### src/rtl/gate_unit_seq.sv
// Registered WIDTH-bit bitwise gate unit with eight modes, an internal accumulator operand,
// a single-entry valid/ready output register, and a running transaction counter.
module gate_unit_seq #(
    parameter int WIDTH = 8,
    parameter int CNT_W = 8
) (
    input  logic             clk,
    input  logic             rst,
    input  logic             in_valid,
    output logic             in_ready,
    input  logic [WIDTH-1:0] input1,
    input  logic [WIDTH-1:0] input2,
    input  logic [2:0]       mode,
    input  logic             acc_en,
    input  logic             acc_clr,
    output logic [WIDTH-1:0] op,
    output logic             op_valid,
    input  logic             op_ready,
    output logic             op_any,
    output logic             op_all,
    output logic [CNT_W-1:0] txn_cnt
);

    typedef enum logic {
        S_EMPTY = 1'b0,
        S_FULL  = 1'b1
    } state_t;

    state_t             state_q, state_d;
    logic [WIDTH-1:0]   op_q, op_d;
    logic               any_q, any_d;
    logic               all_q, all_d;
    logic [WIDTH-1:0]   acc_q, acc_d;
    logic [CNT_W-1:0]   cnt_q, cnt_d;

    logic               accept;
    logic               consume;
    logic [WIDTH-1:0]   acc_eff;
    logic [WIDTH-1:0]   opnd_b;
    logic [WIDTH-1:0]   result;

    assign op_valid = (state_q == S_FULL);
    assign in_ready = !op_valid || op_ready;
    assign accept   = in_valid && in_ready;
    assign consume  = op_valid && op_ready;

    assign op       = op_q;
    assign op_any   = any_q;
    assign op_all   = all_q;
    assign txn_cnt  = cnt_q;

    // A same-cycle clear feeds zero into the gate rather than the stale accumulator.
    assign acc_eff  = acc_clr ? '0 : acc_q;
    assign opnd_b   = acc_en ? acc_eff : input2;

    always_comb begin
        result = '0;
        unique case (mode)
            3'b000:  result = input1 & opnd_b;
            3'b001:  result = input1 | opnd_b;
            3'b010:  result = input1 ^ opnd_b;
            3'b011:  result = ~(input1 & opnd_b);
            3'b100:  result = ~(input1 | opnd_b);
            3'b101:  result = ~(input1 ^ opnd_b);
            3'b110:  result = ~input1;
            3'b111:  result = input1;
            default: result = '0;
        endcase
    end

    always_comb begin
        state_d = state_q;
        op_d    = op_q;
        any_d   = any_q;
        all_d   = all_q;
        acc_d   = acc_q;
        cnt_d   = cnt_q;
        if (accept) begin
            state_d = S_FULL;
            op_d    = result;
            any_d   = |result;
            all_d   = &result;
            acc_d   = result;
            cnt_d   = cnt_q + CNT_W'(1);
        end else begin
            if (consume) begin
                state_d = S_EMPTY;
            end
            if (acc_clr) begin
                acc_d = '0;
            end
        end
    end

    always_ff @(posedge clk) begin
        if (rst) begin
            state_q <= S_EMPTY;
            op_q    <= '0;
            any_q   <= 1'b0;
            all_q   <= 1'b0;
            acc_q   <= '0;
            cnt_q   <= '0;
        end else begin
            state_q <= state_d;
            op_q    <= op_d;
            any_q   <= any_d;
            all_q   <= all_d;
            acc_q   <= acc_d;
            cnt_q   <= cnt_d;
        end
    end

endmodule
### config.mk
export PLATFORM = sky130hd
export DESIGN_NAME = gate_unit_seq
export DESIGN_NICKNAME = d
export VERILOG_FILES = /design/src/rtl/gate_unit_seq.sv
export SDC_FILE = /design/constraint.sdc
export NUM_CORES = 1
export LEC_CHECK = 0
export BUFFER_PORTS_ARGS = -buffer_cell sky130_fd_sc_hd__buf_2
export CORE_MARGIN = 2
export CORE_UTILIZATION = 54
export DETAILED_ROUTE_END_ITERATION = 16
export GPL_TIMING_DRIVEN = 0
export PLACE_DENSITY = 0.8
export SLEW_MARGIN = 40
export SYNTH_ARGS = -nofsm -noshare
export SYNTH_HDL_FRONTEND = slang
export SYNTH_SLANG_ARGS = --single-unit
### constraint.sdc
create_clock -name clk -period 2.9 [get_ports clk]
set_input_delay 0.145 -clock clk [delete_from_list [all_inputs] [get_ports clk]]
set_output_delay 0.145 -clock clk [all_outputs]
set_load 0.02 [all_outputs]
==> metrics.md, run 1 <==
| Metric | Value |
|---|---|
| Syn avg cell area | 7.62 sq um |
| Die W | 64.8 um |
| Clock Skew | 0.00650 ns |
| Die ar. | 0.00420 sq mm |
| DIE HEIGHT | 64.8 um |
| Post-route ant nets | 0 |
| Yosys top cell area share | 27.1% |
| Syn_nets | 304 |
| Fin Setup TNS | 0 ns |
| CTS root buffer | clkbuf_8 |
| Clk buf depth | 2 |
| Fin crit period | 2.53 ns |
| Crit path kind | reg2reg |
| Detailed-route DRC error count | 0 |
| Sequential element share of the synthesized area | 27.1% |
| GRT Resource Usage Total | 23.6% |
| Status | finished, final reports clean |
| Setup-failing EPs final | 0 |
| Max_cap viols | 0 |
| CTS Sinks | 27 |
| DRT iter0 DRCs | 104 |
| Clock Pin Slew Worst Setup and Hold Paths | 0.09 ns |
| Largest net degree at the start of global routing | 16 |
| Cts hold-fix bufs | 0 |
| Port buffer count | 41 |
| # fillers | 351 |
| CP Launch Type | register |
| Synth area leaders | dfxtp_1 27%, ha_1 11%, a21oi_1 6.8%, nand2_1 5.6%, mux2_2 5.1% |
| Synthesized area | 0.00200 sq mm |
| Clk_lat worst skew | 0.28 ns |
| Critical Path End Type | register |
| EDFF count, synth | 0 |
| FP Rows | 22 |
| Post_cts resized | 0 |
| Share of layout cells above drive strength 1 | 20.8% |
| Initial Util | 55.3% |
| Yosys cell types | 44 |
| Pwr dens | 383 mW/mm^2 |
| RR Startpoint | acc_q[5] |
| Vias per inst | 5.58 |
| Fin. Hold Viols | 0 |
| Synthesis Warnings | 0 |
| Crit path max fanout | 3 |
| Synth cell count leaders | 30 x nand2_1, 27 x a21oi_1, 27 x dfxtp_1 |
| First-pass GRT wire length | 7.89 mm |
| Dpl cells | 351 |
| Hold path startpoint | in_valid |
| Min setup slack post-route | 0.373 ns |
| Core ar. | 0.00361 sq mm |
| Peak supply drop | 190 uV |
| TritonCTS buffer count | 3 |
| Hold WS | 0.109 ns |
| Final slew viol count | 0 |
| Ys async rst share | 0% |
| CP startpoint | acc_q[5] |
| CP arrival | 2.73 ns |
| Diodes inserted | 0 |
| #FFs+latches synth | 27 |
| Final std cells w/o fill | 355 |
| Io pins | 45 |
| Vias in the first global route | 1,872 |
| Final Routed Wirelength | 4.61 mm |
| Top_reg_cell synth | dfxtp_1 |
| Total Power | 0.884 mW |
| Routability Congestion | 0.872 |
| Layout net count | 350 |
| Syn-to-layout area delta | 15.6% |
| CP required | 3.10 ns |
| Place WS | 0.116 ns |
| Slew HR | 67.1% |
| Cell taking the most area after synthesis | dfxtp_1 |
| Worst min path class | in2reg |
| Final cycle utilization of the critical path | 87.1% |
| Via count | 1,982 |
| WL per Instance | 13.0 um |
| Least-Margin Pin Slew | 0.493 ns |
| GR Overflow Total | 0 |
| Worst reg-to-reg path cell count | 9 |
| CTS H-tree lvls | 1 |
| CTS tree | yes |
| TritonRoute pass-1 iters | 4 |
| Hold Crit Depth | 3 |
| Post-DP HPWL | 3.61 mm |
| Maximum clock rate | 0.396 GHz |
| Setup Buffers After CTS | 0 |
| Leakage | 1.06 nW |
| Most frequent cell after synthesis | nand2_1 |
| Initial antenna violation count | 0 |
| RSZ-0062 raised after global routing | false |
| Gate Count Post-Synth | 262 |
## metrics by stage
| step | instance area (sq um) | utilization, % |
|---|---|---|
| 2_1_floorplan | 2000 | - |
| 3_3_place_gp | 2260 | 62.7 |
| 3_5_place_dp | 2260 | 62.7 |
| 4_1_cts | 2310 | 64.0 |
| 5_1_grt | 2310 | 64.0 |
| 6_report | 2310 | 64.0 |
## state kept, by name, summed over array words and instances (netlist names)
signal    count
acc_q         8
op            8
txn_cnt       8
op_all        1
op_any        1
op_valid      1
## logic make-up (layout without fill, tap and decap cells)
kind of cell	after synthesis	count (layout)	share of synthesized area (%)
AND/OR/NAND/NOR	93	93	22.3
AO/OA/AOI/OAI	64	64	20.4
flip-flops	27	27	27.1
buffers and inverters	38	83	7.46
multiplexers	12	12	7.27
adder cells (fa/ha/maj)	17	17	10.7
XOR/XNOR	11	11	4.83
## power by group
part           internal (mW)  switching [mW]
sequential             0.392          0.0102
combinational          0.109           0.157
clock                 0.0965           0.119
## worst max-delay path, cell delays in order, from the launching register on
cell     delay [ns]
dfxtp_1        0.30
nor2b_1        0.13
mux2_2         0.28
inv_1          0.06
ha_1           0.22
mux2_1         0.29
mux4_2         0.50
nor4_1         0.30
nand4_1        0.14
o31ai_2        0.23
## per-layer routing
layer	global-route usage, %	wire [um]	vias up
met1	28.4	2070	918
met3	2.95	231	7
met2	41.4	2210	59
met5	0	0	-
li1	-	-	998
met4	10.9	93	0
## worst paths after layout
check / slack [ns] / endpoint
setup / recovery: 0.37 / op_all
hold / removal: 0.11 / op_valid
setup reg to reg: 0.37 / op_all
hold reg to reg: 0.46 / op[3]
## final cells by class
| class | instances | area, sq um | share of cell area (%) |
|---|---|---|---|
| multi-input combinational | 197 | 1310 | 56.6 |
| sequential | 27 | 541 | 23.4 |
| clock buffer | 3 | 41.3 | 1.79 |
| buffer | 16 | 66.3 | 2.87 |
| clock inverter | 1 | 5.00 | 0.217 |
| inverter | 22 | 82.6 | 3.58 |
| timing repair buffer | 41 | 205 | 8.89 |
| tap | 48 | 60.1 | 2.60 |
## cell usage in the layout (no fill, tap or decap), types with 2 or more instances in the layout
master,count
a211o_1,3
a211oi_1,4
a21oi_1,27
a311oi_1,4
a31oi_1,4
buf_2,46
clkbuf_1,10
clkbuf_8,3
dfxtp_1,27
ha_1,17
inv_1,21
mux2_2,9
nand2_1,30
nand2b_1,7
nand3_1,3
nand4_1,4
nor2_1,24
nor2b_1,12
nor3_1,2
o211ai_1,3
o21ai_0,9
o22a_1,2
or3_1,4
xnor2_1,4
xor2_1,7
Note: power is estimated with default switching activity, not from simulation.
==> inputs of run 2 (changes only) <==
Settings changed: CTS_BUF_LIST from default to sky130_fd_sc_hd__clkbuf_4 sky130_fd_sc_hd__clkbuf_8 sky130_fd_sc_hd__clkbuf_16, HOLD_SLACK_MARGIN from default to 0.12.
==> run 2 against run 1 <==
Register-to-register slack lost 0.02 ns. Die area is the same. Sequential power is essentially flat. Clock skew about the same. Count of clock-buffer cells in the layout stayed put. Cell area up 0.43%. Total power up 0.18%. Sequential share of layout area decreased by 0.10 points. Critical path depth stayed put.
==> metrics.md, run 2 (synthesis gave the netlist of run 1 again) <==
| Metric | Value |
|---|---|
| Status | finished, final reports clean |
| Post-route ant nets | 0 |
| Initial Util | 55.3% |
| Hold path startpoint | op_ready |
| Clk_lat worst skew | 0.28 ns |
| CP required | 3.10 ns |
| CP arrival | 2.75 ns |
| Post_cts resized | 0 |
| RR Endpoint | op_all |
| Fin. Hold Viols | 0 |
| Layout net count | 351 |
| Peak supply drop | 190 uV |
| Maximum clock rate | 0.393 GHz |
| Hold Crit Depth | 3 |
| Share of layout cells above drive strength 1 | 20.8% |
| Final Routed Wirelength | 4.62 mm |
| FP Rows | 22 |
| Crit path max fanout | 3 |
| Die ar. | 0.00420 sq mm |
| Die W | 64.8 um |
| GRT Resource Usage Total | 23.6% |
| Worst reg-to-reg path cell count | 9 |
| Syn-to-layout area delta | 16.1% |
| Pwr dens | 382 mW/mm^2 |
| FF+latch area | 541 sq um |
| Register-to-register setup slack | 0.35 ns |
| Clk buf depth | 2 |
| Core ar. | 0.00361 sq mm |
| Initial antenna violation count | 0 |
| CTS root buffer | clkbuf_8 |
| WL per Instance | 13.0 um |
| Hold WS | 0.214 ns |
| First-pass GRT wire length | 7.91 mm |
| RSZ-0062 raised after global routing | false |
| Fin crit period | 2.55 ns |
| CP startpoint | acc_q[5] |
| TritonRoute pass-1 iters | 4 |
| Routability Congestion | 0.872 |
| Leakage | 1.06 nW |
| Post-DP HPWL | 3.61 mm |
| Detailed-route DRC error count | 0 |
| Max_cap viols | 0 |
| Critical Path End Type | register |
| DRT iter0 DRCs | 101 |
| Io pins | 45 |
| Diodes inserted | 0 |
| Final cycle utilization of the critical path | 87.8% |
| Clock Pin Slew Worst Setup and Hold Paths | 0.09 ns |
| Final std cells w/o fill | 356 |
| Vias in the first global route | 1,878 |
| Fin Setup TNS | 0 ns |
| Setup Buffers After CTS | 0 |
| Util after Layout | 64.3% |
| Setup-failing EPs final | 0 |
| RR Startpoint | acc_q[5] |
| Total Power | 0.885 mW |
| Hold Path End | op_valid |
| TritonCTS buffer count | 3 |
| DIE HEIGHT | 64.8 um |
| Via count | 1,984 |
| Most common cell after layout, fill and taps aside | buf_2 |
| CTS tree | yes |
| CTS H-tree lvls | 1 |
| Worst min path class | in2reg |
| Least-Margin Pin Slew | 0.495 ns |
| GR Overflow Total | 0 |
| Multi-input combinational cell area | 0.00131 sq mm |
| CP Launch Type | register |
| Final slew viol count | 0 |
| Cts hold-fix bufs | 1 |
| CTS Sinks | 27 |
| Vias per inst | 5.57 |
| Dpl cells | 351 |
| Most frequent cells in the layout | 46 x buf_2, 30 x nand2_1, 27 x a21oi_1, 27 x dfxtp_1, 24 x nor2_1 |
| # fillers | 350 |
| Port buffer count | 41 |
| Crit path kind | reg2reg |
| Largest net degree at the start of global routing | 16 |
| Clock Skew | 0.00602 ns |
| Slew HR | 67.0% |
## run 2: cell types whose count changed in the layout (fill, tap and decap cells not counted), sizes merged
| cell | delta |
|---|---|
| dlygate4sd3 | +1 |
## run 2: metal layers
metal	share of wire [%]	global-route usage [%]	vias up
li1	-	-	999
met1	46	28.4	918
met2	47	41.5	60
met3	4.7	2.95	7
met4	2.0	10.9	0
met5	0	0	-
## run 2: area by class of cell
class | instances | share of cell area (%)
Multi-Input combinational cell | 197 | 56.4
Sequential cell | 27 | 23.3
Timing Repair Buffer | 42 | 9.29
Inverter | 22 | 3.56
Buffer | 16 | 2.86
Tap cell | 48 | 2.59
Clock buffer | 3 | 1.78
Clock inverter | 1 | 0.216
## run 2: how the worst max path moves through the flow
| stage | end | slack (ns) | depth (start not counted) |
|---|---|---|---|
| CTS | op_all | 0.38 | 9 |
| global placement | op_all | 0.18 | 9 |
| detailed placement | op_all | 0.12 | 9 |
| finish | op_all | 0.35 | 9 |
| floorplan | op_all | 0.43 | 9 |
| global route | op_all | 0.22 | 9 |
## run 2: critical path, cell delays in order, from the launching register on
cell and delay [ns]:
dfxtp_1 0.30, nor2b_1 0.13, mux2_2 0.28, inv_1 0.06
ha_1 0.22, mux2_1 0.28, mux4_2 0.50, nor4_1 0.31
nand4_1 0.15, o31ai_2 0.23
## run 2: per-stage QoR
| stage | setup slack, ns | area (sq um) |
|---|---|---|
| after CTS | 0.379 | 2320 |
| final | 0.354 | 2320 |
| after global placement | 0.181 | 2260 |
| after floorplan | 0.428 | 2000 |
| after detailed placement | 0.116 | 2260 |
| after global routing | 0.225 | 2320 |
## run 2: power breakdown
| part | switching, mW | internal [mW] | leakage (nW) |
|---|---|---|---|
| registers | 0.0102 | 0.392 | 0.221 |
| clock network | 0.119 | 0.0966 | 0.0255 |
| logic | 0.157 | 0.110 | 0.815 |
| total | 0.287 | 0.599 | 1.06 |
==> inputs of run 3 (changes only) <==
Settings changed: CORE_MARGIN 2 to default, CTS_BUF_LIST sky130_fd_sc_hd__clkbuf_4 sky130_fd_sc_hd__clkbuf_8 sky130_fd_sc_hd__clkbuf_16 to default, PLACE_DENSITY 0.8 to default, PLACE_DENSITY_LB_ADDON from default to 0.3.
==> run 3 against run 2 <==
First-iteration DRC count fell by 37%. Clock power fell by 4%. Sequential power barely moved. Non-clock buffer count fell by 1. Maximum frequency rose by 1.1%. Total power fell by 1.1%. Sequential share of layout area rose by 0.14 points. Count of clock-buffer cells in the layout rose by 1. Combinational power barely moved. Worst setup slack improved by 0.028 ns. Largest power group unchanged. Core utilization rose by 2.7 points.
==> metrics.md, run 3 (synthesis gave the netlist of run 1 again) <==
| Metric | Value |
|---|---|
| Status | finished, final reports clean |
| Routability Congestion | 0.874 |
| Setup Buffers After CTS | 0 |
| Share of layout cells above drive strength 1 | 20.5% |
| RR Endpoint | op_all |
| CP required | 3.09 ns |
| TritonRoute pass-1 iters | 4 |
| Fin. Hold Viols | 0 |
| Least-Margin Pin Slew | 0.503 ns |
| GR Overflow Total | 0 |
| Io pins | 45 |
| Final slew viol count | 0 |
| Place WS | 0.179 ns |
| Setup-failing EPs final | 0 |
| Worst reg-to-reg path cell count | 9 |
| Vias in the first global route | 1,799 |
| RR Startpoint | acc_q[5] |
| Diodes inserted | 0 |
| Vias per inst | 5.56 |
| Slew HR | 66.5% |
| Final cycle utilization of the critical path | 86.8% |
| Post-DP HPWL | 3.67 mm |
| Most common cell after layout, fill and taps aside | buf_2 |
| Peak supply drop | 357 uV |
| Post-route ant nets | 0 |
| Initial antenna violation count | 0 |
| Final std cells w/o fill | 353 |
| GRT Resource Usage Total | 25.1% |
| Fin crit period | 2.52 ns |
| Detailed-route DRC error count | 0 |
| WL per Instance | 13.1 um |
| Syn-to-layout area delta | 15.4% |
| First-pass GRT wire length | 7.97 mm |
| Post_cts resized | 0 |
| Crit path kind | reg2reg |
| Final Routed Wirelength | 4.61 mm |
| CP arrival | 2.71 ns |
| CTS H-tree lvls | 1 |
| CTS Sinks | 27 |
| # fillers | 314 |
| Largest net degree at the start of global routing | 15 |
| Cts hold-fix bufs | 0 |
| RSZ-0062 raised after global routing | false |
| Port buffer count | 41 |
| Multi-input combinational cell area | 0.00131 sq mm |
| Pwr dens | 380 mW/mm^2 |
| Register-to-register setup slack | 0.38 ns |
| Most frequent cells in the layout | 46 x buf_2, 30 x nand2_1, 27 x a21oi_1, 27 x dfxtp_1, 24 x nor2_1 |
| Leakage | 1.06 nW |
| DRT iter0 DRCs | 64 |
| Die ar. | 0.00394 sq mm |
| DIE HEIGHT | 62.8 um |
| Hold Path End | op_valid |
| Via count | 1,961 |
| Fin Setup TNS | 0 ns |
| Dpl cells | 349 |
| Die W | 62.8 um |
| Initial Util | 58.0% |
| Crit path max fanout | 3 |
| TritonCTS buffer count | 3 |
| FF+latch area | 541 sq um |
| Critical Path End Type | register |
| Layout net count | 350 |
| Clk buf depth | 2 |
| Hold Crit Depth | 3 |
| Core ar. | 0.00344 sq mm |
| Finished Cell Area | 0.00230 sq mm |
| Clock Pin Slew Worst Setup and Hold Paths | 0.09 ns |
| CTS tree | yes |
| Hold WS | 0.121 ns |
| Worst min path class | in2reg |
| Hold path startpoint | in_valid |
| Min setup slack post-route | 0.382 ns |
| Max_cap viols | 0 |
| Clk_lat worst skew | 0.27 ns |
| CTS root buffer | clkbuf_8 |
| CP Launch Type | register |
| Cell Area, Placed | 0.00226 sq mm |
| FP Rows | 21 |
| Maximum clock rate | 0.397 GHz |
| Clock Skew | 0.00495 ns |
-- run 3: critical path, cell delays in order, from the launching register on --
cell,delay (ns)
dfxtp_1,0.30
nor2b_1,0.13
mux2_2,0.29
inv_1,0.06
ha_1,0.22
mux2_1,0.28
mux4_2,0.51
nor4_1,0.29
nand4_1,0.14
o31ai_2,0.22
-- run 3: per-layer routing --
layer  track usage, %  wire, um  part of all wire (%)  vias up
met1             31.8      2160                    47      919
li1                 -         -                     -      988
met2             43.1      2170                    47       50
met5                0         0                     0        -
met3             4.56       224                   4.9        4
met4             6.98        52                   1.1        0
-- run 3: worst max-delay path by stage --
stage	start	endpoint	slack (ns)	depth (start not counted)
3_5_place_dp	acc_en	op_all	0.18	9
2_1_floorplan	acc_en	op_all	0.43	9
5_1_grt	acc_q[5]	op_all	0.26	9
4_1_cts	acc_q[5]	op_all	0.37	9
3_3_place_gp	acc_en	op_all	0.22	9
6_report	acc_q[5]	op_all	0.38	9
-- run 3: layout make-up --
class | instances | area share (%)
inverter | 22 | 3.59
timing repair buffer | 41 | 8.91
buffer | 16 | 2.88
clock buffer | 4 | 1.96
tap | 46 | 2.50
multi-input combinational | 197 | 56.7
sequential | 27 | 23.5
-- run 3: metrics by stage --
step / utilization, % / power [mW]
global route: 66.9 / 0.931
finish: 66.9 / 0.876
detailed placement: 65.6 / 0.676
floorplan: - / 0.599
global placement: 65.6 / 0.669
CTS: 66.9 / 0.880
-- run 3: power breakdown --
| group | internal (mW) | switching [mW] | total, mW | leakage [nW] |
|---|---|---|---|---|
| Sequential | 0.392 | 0.0101 | 0.402 | 0.221 |
| Combinational | 0.109 | 0.158 | 0.267 | 0.811 |
| Clock | 0.0982 | 0.108 | 0.206 | 0.0228 |
| Total | 0.599 | 0.276 | 0.876 | 1.06 |
